===== config.mk =====
export PLATFORM = sky130hd
export DESIGN_NAME = usb_rx
export DESIGN_NICKNAME = d
export VERILOG_FILES = /design/src/rtl/usb_rx_pkg.sv /design/src/rtl/usb_nrzi_unstuff.sv /design/src/rtl/usb_rx.sv
export SDC_FILE = /design/constraint.sdc
export NUM_CORES = 1
export LEC_CHECK = 0
export ABC_AREA = 1
export CAP_MARGIN = 20
export CORE_ASPECT_RATIO = 0.6
export CORE_MARGIN = 4
export CORE_UTILIZATION = 60
export CTS_BUF_LIST = sky130_fd_sc_hd__clkbuf_4
export CTS_CLUSTER_DIAMETER = 60
export DETAILED_ROUTE_END_ITERATION = 8
export PLACE_DENSITY_LB_ADDON = 0.15
export SETUP_SLACK_MARGIN = 0.02
export SKIP_CTS_REPAIR_TIMING = 1
export SLEW_MARGIN = 30
export SYNTH_ARGS = -nofsm -noshare
export SYNTH_HDL_FRONTEND = slang
export SYNTH_SLANG_ARGS = --single-unit
export TNS_END_PERCENT = 30

===== constraint.sdc =====
create_clock -name clk -period 3.6 [get_ports clk]
set_clock_uncertainty 0.2 [all_clocks]
set_input_delay 0.72 -clock clk [delete_from_list [all_inputs] [get_ports clk]]
set_output_delay 0.72 -clock clk [all_outputs]
set_load 0.03 [all_outputs]

===== src/rtl/usb_rx_pkg.sv =====
// Shared types and constants for the USB receive bit-to-byte stage.
package usb_rx_pkg;

    localparam int unsigned STUFF_LIMIT  = 6;
    localparam int unsigned BYTE_BITS    = 8;
    localparam int unsigned ONES_W       = 3;
    localparam int unsigned BIT_CNT_W    = $clog2(BYTE_BITS);
    localparam int unsigned ZERO_CNT_W   = 3;
    localparam int unsigned ZERO_CNT_MAX = 7;

    typedef enum logic [1:0] {
        IDLE  = 2'd0,
        SYNC  = 2'd1,
        DATA  = 2'd2,
        ABORT = 2'd3
    } usb_rx_state_t;

    // Per-clk view of the usb_cdr outputs feeding this stage.
    typedef struct packed {
        logic q;
        logic en;
        logic eop;
        logic se0;
    } d_port_t;

    // Increment that sticks at the counter's maximum value.
    function automatic logic [ZERO_CNT_W-1:0] sat_inc(input logic [ZERO_CNT_W-1:0] v);
        return (v == ZERO_CNT_W'(ZERO_CNT_MAX)) ? v : v + ZERO_CNT_W'(1);
    endfunction

endpackage


===== src/rtl/usb_nrzi_unstuff.sv =====
// NRZI decoder and run-of-ones tracker; flags stuff bits and stuff violations.
module usb_nrzi_unstuff
    import usb_rx_pkg::*;
(
    input  logic    clk_i,
    input  logic    rst_i,
    input  d_port_t line_i,
    input  logic    clr_i,
    input  logic    load_i,
    input  logic    count_en_i,
    output logic    bit_en_c_o,
    output logic    bit_c_o,
    output logic    stuff_drop_c_o,
    output logic    stuff_err_c_o
);

    logic              prev_q_q, prev_q_d;
    logic [ONES_W-1:0] ones_q, ones_d;
    logic              bit_ev;
    logic              nrzi_bit;
    logic              at_limit;

    // A bit is only sampled on a strobe with a valid line and no eop.
    assign bit_ev   = line_i.en & ~line_i.se0 & ~line_i.eop;
    assign nrzi_bit = (line_i.q == prev_q_q);
    assign at_limit = (ones_q == ONES_W'(STUFF_LIMIT));

    assign bit_en_c_o     = bit_ev;
    assign bit_c_o        = nrzi_bit;
    assign stuff_drop_c_o = bit_ev & count_en_i & at_limit & ~nrzi_bit;
    assign stuff_err_c_o  = bit_ev & count_en_i & at_limit &  nrzi_bit;

    // Next line reference level and ones-run length.
    always_comb begin
        prev_q_d = prev_q_q;
        ones_d   = ones_q;

        if (line_i.eop) begin
            prev_q_d = 1'b1;
        end else if (bit_ev) begin
            prev_q_d = line_i.q;
        end

        if (clr_i) begin
            ones_d = '0;
        end else if (load_i) begin
            ones_d = ONES_W'(1);
        end else if (bit_ev && count_en_i) begin
            if (at_limit) begin
                ones_d = nrzi_bit ? ones_q : '0;
            end else begin
                ones_d = nrzi_bit ? ones_q + ONES_W'(1) : '0;
            end
        end
    end

    // Decoder state registers; idle line level is J.
    always_ff @(posedge clk_i or posedge rst_i) begin
        if (rst_i) begin
            prev_q_q <= 1'b1;
            ones_q   <= '0;
        end else begin
            prev_q_q <= prev_q_d;
            ones_q   <= ones_d;
        end
    end

endmodule


===== src/rtl/usb_rx.sv =====
// USB receive stage: SYNC detection, unstuffed byte assembly, UTMI-style handshake.
module usb_rx
    import usb_rx_pkg::*;
#(
    parameter int unsigned SYNC_MIN_ZEROS = 3
) (
    input  logic                 clk,
    input  logic                 reset,
    input  logic                 q,
    input  logic                 en,
    input  logic                 eop,
    input  logic                 se0,
    output logic [BYTE_BITS-1:0] rx_data,
    output logic                 rx_valid,
    output logic                 rx_active,
    output logic                 rx_error
);

    d_port_t               line_s;
    usb_rx_state_t         state_q, state_d;
    logic [ZERO_CNT_W-1:0] zero_cnt_q, zero_cnt_d;
    logic [BIT_CNT_W-1:0]  bit_cnt_q, bit_cnt_d;
    logic [BYTE_BITS-1:0]  shift_q, shift_d;
    logic [BYTE_BITS-1:0]  rx_data_q, rx_data_d;
    logic                  rx_valid_q, rx_valid_d;
    logic                  rx_active_q, rx_active_d;
    logic                  rx_error_q, rx_error_d;

    logic                  bit_en;
    logic                  bit_val;
    logic                  stuff_drop;
    logic                  stuff_err;
    logic                  sync_ok;
    logic                  dec_clr;
    logic                  dec_load;
    logic                  data_bit;

    assign line_s = '{q: q, en: en, eop: eop, se0: se0};

    assign sync_ok  = 32'(zero_cnt_q) >= SYNC_MIN_ZEROS;
    assign dec_clr  = (state_d == IDLE);
    assign dec_load = (state_q == SYNC) && (state_d == DATA);
    assign data_bit = (state_q == DATA) & bit_en & ~stuff_drop & ~stuff_err;

    usb_nrzi_unstuff u_nrzi_unstuff (
        .clk_i          (clk),
        .rst_i          (reset),
        .line_i         (line_s),
        .clr_i          (dec_clr),
        .load_i         (dec_load),
        .count_en_i     (state_q == DATA),
        .bit_en_c_o     (bit_en),
        .bit_c_o        (bit_val),
        .stuff_drop_c_o (stuff_drop),
        .stuff_err_c_o  (stuff_err)
    );

    // FSM state register.
    always_ff @(posedge clk or posedge reset) begin
        if (reset) begin
            state_q <= IDLE;
        end else begin
            state_q <= state_d;
        end
    end

    // FSM next state; eop always returns to IDLE and wins over a bit.
    always_comb begin
        state_d = state_q;
        if (line_s.eop) begin
            state_d = IDLE;
        end else begin
            case (state_q)
                IDLE: begin
                    if (bit_en && !bit_val) begin
                        state_d = SYNC;
                    end
                end
                SYNC: begin
                    if (bit_en && bit_val) begin
                        state_d = sync_ok ? DATA : IDLE;
                    end
                end
                DATA: begin
                    if (stuff_err) begin
                        state_d = ABORT;
                    end
                end
                ABORT: begin
                    state_d = ABORT;
                end
                default: begin
                    state_d = IDLE;
                end
            endcase
        end
    end

    // FSM outputs and datapath next values.
    always_comb begin
        zero_cnt_d  = zero_cnt_q;
        bit_cnt_d   = bit_cnt_q;
        shift_d     = shift_q;
        rx_data_d   = rx_data_q;
        rx_valid_d  = 1'b0;
        rx_error_d  = 1'b0;
        rx_active_d = (state_d == DATA) || (state_d == ABORT);

        if (line_s.eop) begin
            zero_cnt_d = '0;
            bit_cnt_d  = '0;
            shift_d    = '0;
            // Only a packet cut inside a byte is reported; ABORT already flagged.
            if ((state_q == DATA) && (bit_cnt_q != '0)) begin
                rx_error_d = 1'b1;
            end
        end else begin
            case (state_q)
                IDLE: begin
                    if (bit_en && !bit_val) begin
                        zero_cnt_d = ZERO_CNT_W'(1);
                    end
                end
                SYNC: begin
                    if (bit_en) begin
                        if (!bit_val) begin
                            zero_cnt_d = sat_inc(zero_cnt_q);
                        end else begin
                            zero_cnt_d = '0;
                            bit_cnt_d  = '0;
                            shift_d    = '0;
                        end
                    end
                end
                DATA: begin
                    if (stuff_err) begin
                        rx_error_d = 1'b1;
                    end else if (data_bit) begin
                        shift_d   = {bit_val, shift_q[BYTE_BITS-1:1]};
                        bit_cnt_d = bit_cnt_q + BIT_CNT_W'(1);
                        if (bit_cnt_q == BIT_CNT_W'(BYTE_BITS - 1)) begin
                            rx_data_d  = {bit_val, shift_q[BYTE_BITS-1:1]};
                            rx_valid_d = 1'b1;
                        end
                    end
                end
                ABORT: begin
                    rx_error_d = 1'b0;
                end
                default: begin
                    zero_cnt_d = '0;
                end
            endcase
        end
    end

    // Datapath and output registers.
    always_ff @(posedge clk or posedge reset) begin
        if (reset) begin
            zero_cnt_q  <= '0;
            bit_cnt_q   <= '0;
            shift_q     <= '0;
            rx_data_q   <= '0;
            rx_valid_q  <= 1'b0;
            rx_active_q <= 1'b0;
            rx_error_q  <= 1'b0;
        end else begin
            zero_cnt_q  <= zero_cnt_d;
            bit_cnt_q   <= bit_cnt_d;
            shift_q     <= shift_d;
            rx_data_q   <= rx_data_d;
            rx_valid_q  <= rx_valid_d;
            rx_active_q <= rx_active_d;
            rx_error_q  <= rx_error_d;
        end
    end

    assign rx_data   = rx_data_q;
    assign rx_valid  = rx_valid_q;
    assign rx_active = rx_active_q;
    assign rx_error  = rx_error_q;

endmodule


After elaboration in Yosys (flattened, before gate mapping) --
Index checks and enable logic that the tools add are counted.
Cells by class: magnitude comparators 1, reduce and logical (&&, ||, !) cells 18, equal/unequal tests 16, add/sub/neg operators 3, bitwise gates (word level) 13, muxes and demuxes 41
Operators with widths (count):
- 3-bit 2-to-1 mux | 16
- 8-bit 2-to-1 mux | 5
- 8-bit case mux with 2 select lines | 1
- 3-bit inequality test (second input constant) | 5
- 3-bit case mux with 2 select lines | 2
- 3-bit nonzero test | 4
- 1-bit 2-to-1 mux | 11
- 2-bit 2-to-1 mux | 5
- 5-bit AND reduction | 2
- 3-bit by 1-bit adder with 3-bit output (second input constant) | 3
- 3-bit equality test (second input constant) | 3
- 1-bit bitwise AND | 8
- 2-bit equality test (second input constant) | 4
- 4-bit inequality test (second input constant) | 2
- 2-bit case mux with 4 select lines | 1
- 1-bit logical AND | 5
- 1-bit NOT | 5
- 2-bit zero test | 2
- 4-bit AND reduction | 1
- 3-bit by 2-bit greater-or-equal comparator with 1-bit output (second input constant) | 1
- 2-bit by 1-bit equality test with 1-bit output (second input constant) | 1
- 2-bit AND reduction | 1
- 2-bit nonzero test | 1
- 1-bit equality test | 1
- other kinds (2) | 2
Word-level totals: input bits 6, logic and storage cells 102, bits in registers 31, output and inout bits 11

Logic depth before layout (Yosys ltp) --
Gate-level depths: netlist of run 1.
depth in word-level cells 13, gate-level depth with buffers 10

Hierarchy --
Synthesis of run 1 repeated with hierarchy kept, for this count alone.
Second synthesis, totals: cells, all modules 224, area, all modules 1744.2 um2
By module, submodules not included:
- usb_rx | times used 1, cells an instance 170, sequential area each 650.6 um2, area an instance 1378.8 um2
- usb_nrzi_unstuff | times used 1, cells an instance 54, sequential area each 101.3 um2, area an instance 365.4 um2

Worst setup path before layout of run 1 --
OpenSTA, ideal clock, no wires.
path type input -> register, start point in eop, end point reg bit_cnt_q[0], required time 3.273 ns, cell stages on the path 8, setup time 0.127 ns, path buffers 0, arrival time 1.639 ns, setup slack 1.634 ns, cells stage by stage inv_2 -> nand3_4 -> nor3_4 -> nand2_4 -> nand2_2 -> nand3_4 -> nand2_1 -> o21ai_0
On the way: longest elaborated chain between the ends 10, elaborated cells between the ends (all ways) 17, those cells by class 4 x eq/ne; 1 x mux; 10 x bitwise; 2 x reduce/logical
RTL lines:
- from (decl) | RTL line usb_rx.sv:11 | input logic eop,
- 1-bit NOT | RTL line usb_nrzi_unstuff.sv:24 | assign bit_ev = line_i.en & ~line_i.se0 & ~line_i.eop;
- 1-bit bitwise AND | RTL line usb_nrzi_unstuff.sv:24
- 1-bit bitwise AND | RTL line usb_nrzi_unstuff.sv:30, usb_nrzi_unstuff.sv:31, usb_rx.sv:43
- 1-bit bitwise AND | RTL line usb_nrzi_unstuff.sv:30, usb_nrzi_unstuff.sv:31
- 1-bit bitwise AND | RTL line usb_nrzi_unstuff.sv:30 | assign stuff_drop_c_o = bit_ev & count_en_i & at_limit & ~nrzi_bit;
- 1-bit NOT | RTL line usb_rx.sv:43 | assign data_bit = (state_q == DATA) & bit_en & ~stuff_drop & ~stuff_err;
- 1-bit bitwise AND (2 in series) | RTL line usb_rx.sv:43
- 3-bit inequality test (no line)
- 5-bit AND reduction (no line)
- to (signal assigned) | RTL line usb_rx.sv:169 | bit_cnt_q <= bit_cnt_d;
- to (decl) | RTL line usb_rx.sv:22 | logic [BIT_CNT_W-1:0] bit_cnt_q, bit_cnt_d;
Parallel ways exist; a longest one is shown, timed or not. A chain may end at the register's enable or synchronous reset.

Worst setup path after layout of run 1 --
start point in eop, end point reg shift_q[7]
On the way: longest elaborated chain between the ends 10, elaborated cells between the ends (all ways) 17, those cells by class 4 x eq/ne; 1 x mux; 10 x bitwise; 2 x reduce/logical
RTL lines:
- 1-bit NOT | RTL line usb_nrzi_unstuff.sv:24
- 1-bit bitwise AND | RTL line usb_nrzi_unstuff.sv:24
- 1-bit bitwise AND | RTL line usb_nrzi_unstuff.sv:30, usb_nrzi_unstuff.sv:31, usb_rx.sv:43
- 1-bit bitwise AND | RTL line usb_nrzi_unstuff.sv:30, usb_nrzi_unstuff.sv:31
- 1-bit bitwise AND | RTL line usb_nrzi_unstuff.sv:30
- 1-bit NOT | RTL line usb_rx.sv:43
- 1-bit bitwise AND (2 in series) | RTL line usb_rx.sv:43
- 3-bit inequality test (no line)
- 5-bit AND reduction (no line)
- to (signal assigned) | RTL line usb_rx.sv:170 | shift_q <= shift_d;
- to (decl) | RTL line usb_rx.sv:23 | logic [BYTE_BITS-1:0] shift_q, shift_d;
Parallel ways exist; a longest one is shown, timed or not.

==> qor.yml, run 1 <==
final-hold-violation-count: 0
min_from: "rx_data[4]"
crit_arrival_ns: 2.36
syn_avg_cell_area_um2: 8.40
pwr_density_cell_mw_per_mm2: 325
synthFlopType: "dfrtp_1"
portBuffers: 16
synth_edf_count: 0
wl_mm: 3.22
fin_util: 0.776
worst_pin_slew_ns: 0.428
drt_iter0_drc: 108
n_antenna_cell: 0
reg2reg_from: "u_nrzi_unstuff.ones_q[0]"
netlist_instances: 181
use_met3: 0.0684
yosysSeqAreaShare: 0.495
start_util: 0.668
mappedNetlistArea_mm2: 0.00152
row_count: 13
required_ns: 3.60
htree_levels: 2
area_delta_synth_final_pct: 16.3
clock-sinks: 30
rsz0062_at_grt: "false"
drv_cap: 0
path_class: "input pin to flip-flop"
path_clk_slew_ns: 0.10
insertion_delay_ns: 0.33
slowest_stage: "clkdlybuf4s50_1"
grt_max_degree: 31
ant_nets: 0
ys_seq_elements: 30
syn_nets: 195
pwr-share-seq: 0.598
dpl.cell_count: 227
combPwrFrac: 0.072
grt_pass1_wl_mm: 5.31
post_drt_wl_per_cell_um: 13.7
cp-end-kind: "flip-flop"
fin_area_mm2: 0.00177
max_freq_mhz: 424
grtUsageMet2: 0.357
finalSetupTns_ns: 0
final_cells: 235
cts_made_buffers: 5
synthTopCellsByArea: "dfrtp_1, nand2_1, o21ai_0"
hpwlAfterDp_mm: 2.53
finalWeightedCongestion: 0.915
cp-startpoint: "eop"
fin_ws_ns: 1.24
crit_top_cell: "nand3_4"
top_usage_layer: "met2"
grt_overflow: 0
grt.total_usage: 0.213
path_buf_inv: 2
p_int_uw: 425
drt_pass1_iterations: 4
vias_per_cell: 5.26
worstHoldPathType: "flip-flop to flip-flop"
dieArea_mm2: 0.00343
fin_crit_sh: 0.655
synth_top_area_share: 0.477
switchingPower_uw: 149
route.detailed.drc: 0
cp-start-kind: "input pin"
setup_viol: 0
clock_power_share: 0.330
p_sw_frac: 0.259
cp_max_fo: 10
drive_gt1_frac: 0.0829
antenna_found_initial: 0
dp_slack_ns: 0.907
async_reset_ff_frac: 1.00
vdd_drop_max_mv: 0.228
synth_cell_types: 21
root_buffer: "clkbuf_4"
cpPeakStageDelay_ns: 0.47
crit_chain: "clkdlybuf4s50_1, inv_2, nand3_4, nor3_4, nand2_4, nand2_2, nand3_4, nand2_1, o21ai_0"
use_met1: 0.263
core_area_mm2: 0.00228
status: "finished clean"
pin_count: 17
finalNetCount: 218
clockBufferDepth: 2
cts_tree: "built"
die_h_um: 47.0
crit_family: "simple AND/OR/NAND/NOR gates"
grt_pass1_vias: 1213
fin_crit_ns: 2.36
drv_slew: 0
slew_headroom: 0.714
design_power_total_uw: 574
synth_top_cell_by_area: "dfrtp_1"
placed_cell_area_mm2: 0.00171
power_leakage_nw: 0.892
die_x_um: 73.0
whs_ns: 0.291
yosysWarningCount: 0
vias: 1237
[Yosys cell counts (2+ instances only)]
| master | count |
|---|---|
| a21oi_1 | 3 |
| dfrtp_1 | 29 |
| ha_1 | 8 |
| inv_1 | 27 |
| nand2_1 | 52 |
| nand3_1 | 8 |
| nand3_4 | 3 |
| nor2_1 | 15 |
| o21ai_0 | 23 |
| o21ai_1 | 2 |
[worst register-to-register path, cell delays in order (launching register included)]
cell     delay (ns)
dfrtp_1        0.39
inv_1          0.10
ha_1           0.18
nand2_1        0.19
inv_1          0.14
nand3_1        0.13
o21ai_0        0.22
nand3_1        0.14
nand2_1        0.13
nand2_1        0.08
nor2_1         0.09
[placed cells by master (no fill, tap or decap), types with 2 or more instances in the layout]
cell,n
a21oi_1,3
clkbuf_4,5
clkdlybuf4s50_1,16
dfrtp_1,29
ha_1,8
inv_1,27
nand2_1,52
nand3_1,8
nand3_4,3
nor2_1,15
o21ai_0,23
o21ai_1,2
[routing by layer]
layer  part of all wire  up-vias
met5                  0        -
met4              0.014        0
met3              0.054        8
met2               0.48       36
met1               0.45      571
li1                   -      622
[power by group through the flow]
stage	registers [mW]	clock network (mW)	logic (mW)
global route	0.344	0.213	0.0462
global placement	0.349	0	0.0390
CTS	0.343	0.194	0.0413
floorplan	0.349	0	0.0263
finish	0.343	0.190	0.0412
detailed placement	0.350	0	0.0412
[layout make-up]
class,count,area (um^2)
sequential,30,752
multi-input combinational,122,652
fill,169,509
timing repair buffer,17,168
inverter,28,105
clock buffer,5,37.5
tap,30,37.5
clock inverter,3,16.3
[worst paths after layout]
path,end,cells after the start,slack [ns]
max,shift_q[7],9,1.24
min,rx_data[4],2,0.29
max reg2reg,u_nrzi_unstuff.ones_q[1],10,1.54
min reg2reg,rx_data[4],2,0.29
max in group asynchronous,u_nrzi_unstuff.prev_q_q,3,2.32
min in group asynchronous,rx_data[1],3,0.56
[registers in the layout (all words and copies together) (netlist names)]
name and flops:
u_nrzi_unstuff.prev_q_q 1, rx_data 8, zero_cnt_q 3, state_q 2, rx_valid 1, bit_cnt_q 3
rx_error 1, u_nrzi_unstuff.ones_q 3, rx_active 1, shift_q 7
[logic make-up after synthesis]
logic type / share of synthesized area
flops: 0.495
compound gates: 0.101
buf+inv: 0.0765
simple gates: 0.262
fa+ha+maj: 0.0658
Power figures use the tool's default switching activity.
==> run 2: changes to the inputs <==
--- a/config.mk
+++ b/config.mk
@@ -9,7 +9,7 @@
 export CAP_MARGIN = 20
 export CORE_ASPECT_RATIO = 0.6
 export CORE_MARGIN = 4
-export CORE_UTILIZATION = 60
+export CORE_UTILIZATION = 52
 export CTS_BUF_LIST = sky130_fd_sc_hd__clkbuf_4
 export CTS_CLUSTER_DIAMETER = 60
 export DETAILED_ROUTE_END_ITERATION = 8
==> constraint.sdc (replaced) <==
create_clock -name clk -period 1.9 [get_ports clk]
set_clock_uncertainty 0.2 [all_clocks]
set_input_delay 0.38 -clock clk [delete_from_list [all_inputs] [get_ports clk]]
set_output_delay 0.38 -clock clk [all_outputs]
set_load 0.03 [all_outputs]
==> qor.yml, run 2 (synthesized netlist as in run 1, its figures left out) <==
status: "finished clean"
path_clk_slew_ns: 0.10  # about the same
r2r-end: "u_nrzi_unstuff.ones_q[2]"
cpPeakStageDelay_ns: 0.41  # -0.06 ns
most-common-layout-cells: "nand2_1, dfrtp_1, inv_1, o21ai_0, buf_4"
required_ns: 1.92  # -1.68 ns
grt_overflow: 0  # unchanged
grt_pass1_wl_mm: 5.65  # +6.5%
cp-start-kind: "flip-flop"
top_usage_layer: "met2"
fin_crit_ns: 1.88
rsz0062_at_grt: "true"
htree_levels: 2  # unchanged
route.detailed.drc: 0  # unchanged
worst_pin_slew_ns: 0.411  # -0.0172 ns
drive_gt1_frac: 0.163  # +0.0800
finalSetupTns_ns: 0  # unchanged
crit_chain: "inv_1, ha_1, nand2_1, inv_1, nand3_1, buf_4, nand2_1, nor2_1, a21oi_1, nor2_1"
dieArea_mm2: 0.00388  # +13%
vias: 1290  # +4.3%
reg2reg_slack_ns: 0.02  # -1.52 ns
fin_crit_sh: 0.987
grt_pass1_vias: 1213  # unchanged
drv_slew: 0  # unchanged
antenna_found_initial: 0  # unchanged
final_cells: 261  # +11%
vias_per_cell: 4.94  # -6.1%
pin_count: 17  # unchanged
core_area_mm2: 0.00265  # +16%
largest_reg_flops: 8  # unchanged
hpwlAfterDp_mm: 2.59  # +2.1%
cts_made_buffers: 5  # unchanged
pwr_density_cell_mw_per_mm2: 572  # +76%
area_delta_synth_final_pct: 28.1
drt_iter0_drc: 63  # -42%
final-hold-violation-count: 0  # unchanged
crit_arrival_ns: 1.90  # -0.46 ns
finalWeightedCongestion: 0.860  # -6.0%
start_util: 0.575  # -0.0928
grtUsageMet2: 0.293  # -0.0644
use_met1: 0.255  # -0.00862
power_leakage_nw: 1.18  # +32%
grt_max_degree: 23  # -26%
worstHoldPathType: "input pin to asynchronous set/reset pin"
use_met3: 0.0600  # -0.00838
max_freq_mhz: 533
cp-startpoint: "u_nrzi_unstuff.ones_q[0]"
crit_path_end: "u_nrzi_unstuff.ones_q[2]"
row_count: 14  # +1
portBuffers: 16  # unchanged
reg2reg_from: "u_nrzi_unstuff.ones_q[0]"
finalNetCount: 234  # +7.3%
wl_mm: 3.41  # +6.0%
insertion_delay_ns: 0.34  # about the same
clock-sinks: 30  # unchanged
drv_cap: 0  # unchanged
dpl.cell_count: 253  # +11%
slew_headroom: 0.726  # +0.0121
ant_nets: 0  # unchanged
cp_max_fo: 4  # -6
fin_util: 0.737  # -0.0399
final_common_cell: "nand2_1"
die_x_um: 77.8  # +6.6%
post_drt_wl_per_cell_um: 13.1  # -4.6%
cp-end-kind: "flip-flop"
path_class: "flip-flop to flip-flop"
slowest_stage: "dfrtp_1"
drt_pass1_iterations: 4  # unchanged
clockBufferDepth: 2  # unchanged
r2r_cells: 10  # unchanged
cts_tree: "built"
vdd_drop_max_mv: 0.375  # +64%
n_antenna_cell: 0  # unchanged
grt.total_usage: 0.191  # -0.0213
setup_viol: 0  # unchanged
die_h_um: 49.9  # +6.2%
root_buffer: "clkbuf_4"
run 2: power by group:
group | switching (mW) | total, mW | leakage [nW] | internal, mW
clock | 0.230 | 0.368 | 0.0286 | 0.137
combinational | 0.0558 | 0.0963 | 0.734 | 0.0404
sequential | 0.00636 | 0.650 | 0.414 | 0.644
total | 0.293 | 1.11 | 1.18 | 0.821
run 2: final cells by class:
class                           count  area, um^2
Inverter                           28         105
Tap cell                           40        50.0
Clock inverter                      3        16.3
Timing Repair Buffer               33         328
Multi-Input combinational cell    122         659
Clock buffer                        5        37.5
Fill cell                         190         697
Sequential cell                    30         752
run 2: worst max-delay path: cells and delay by family, from the launching register on:
| kind | cells | cell delay (ns) |
|---|---|---|
| simple gates | 5 | 0.44 |
| flops | 1 | 0.41 |
| fa+ha+maj | 1 | 0.17 |
| compound gates | 1 | 0.18 |
| buf+inv | 3 | 0.37 |
run 2: per-layer routing:
metal	vias up	routed length [um]
met5	-	0
met4	0	19
met3	3	149
met2	26	1630
met1	610	1610
li1	651	-
run 2: stage by stage:
step           power (mW)  hold WS (ns)  cell area [um^2]  worst slack, ns
6_report             1.11         0.121              1950           0.0247
5_1_grt              1.17         0.150              1950          -0.0760
4_1_cts              1.12         0.124              1910          -0.0745
3_5_place_dp        0.758         0.272              1860           -0.272
3_3_place_gp        0.755         0.261              1860           -0.174
2_1_floorplan       0.711         0.242              1520            0.206
run 2: worst min-delay path by stage:
stage / slack [ns] / from / cells after the start / to
2_1_floorplan: 0.24 / shift_q[1] / 2 / rx_data[0]
3_3_place_gp: 0.26 / rx_data[0] / 2 / rx_data[0]
3_5_place_dp: 0.27 / rx_data[7] / 2 / rx_data[7]
4_1_cts: 0.12 / reset / 2 / rx_active
5_1_grt: 0.15 / reset / 2 / rx_active
6_report: 0.12 / reset / 2 / rx_active
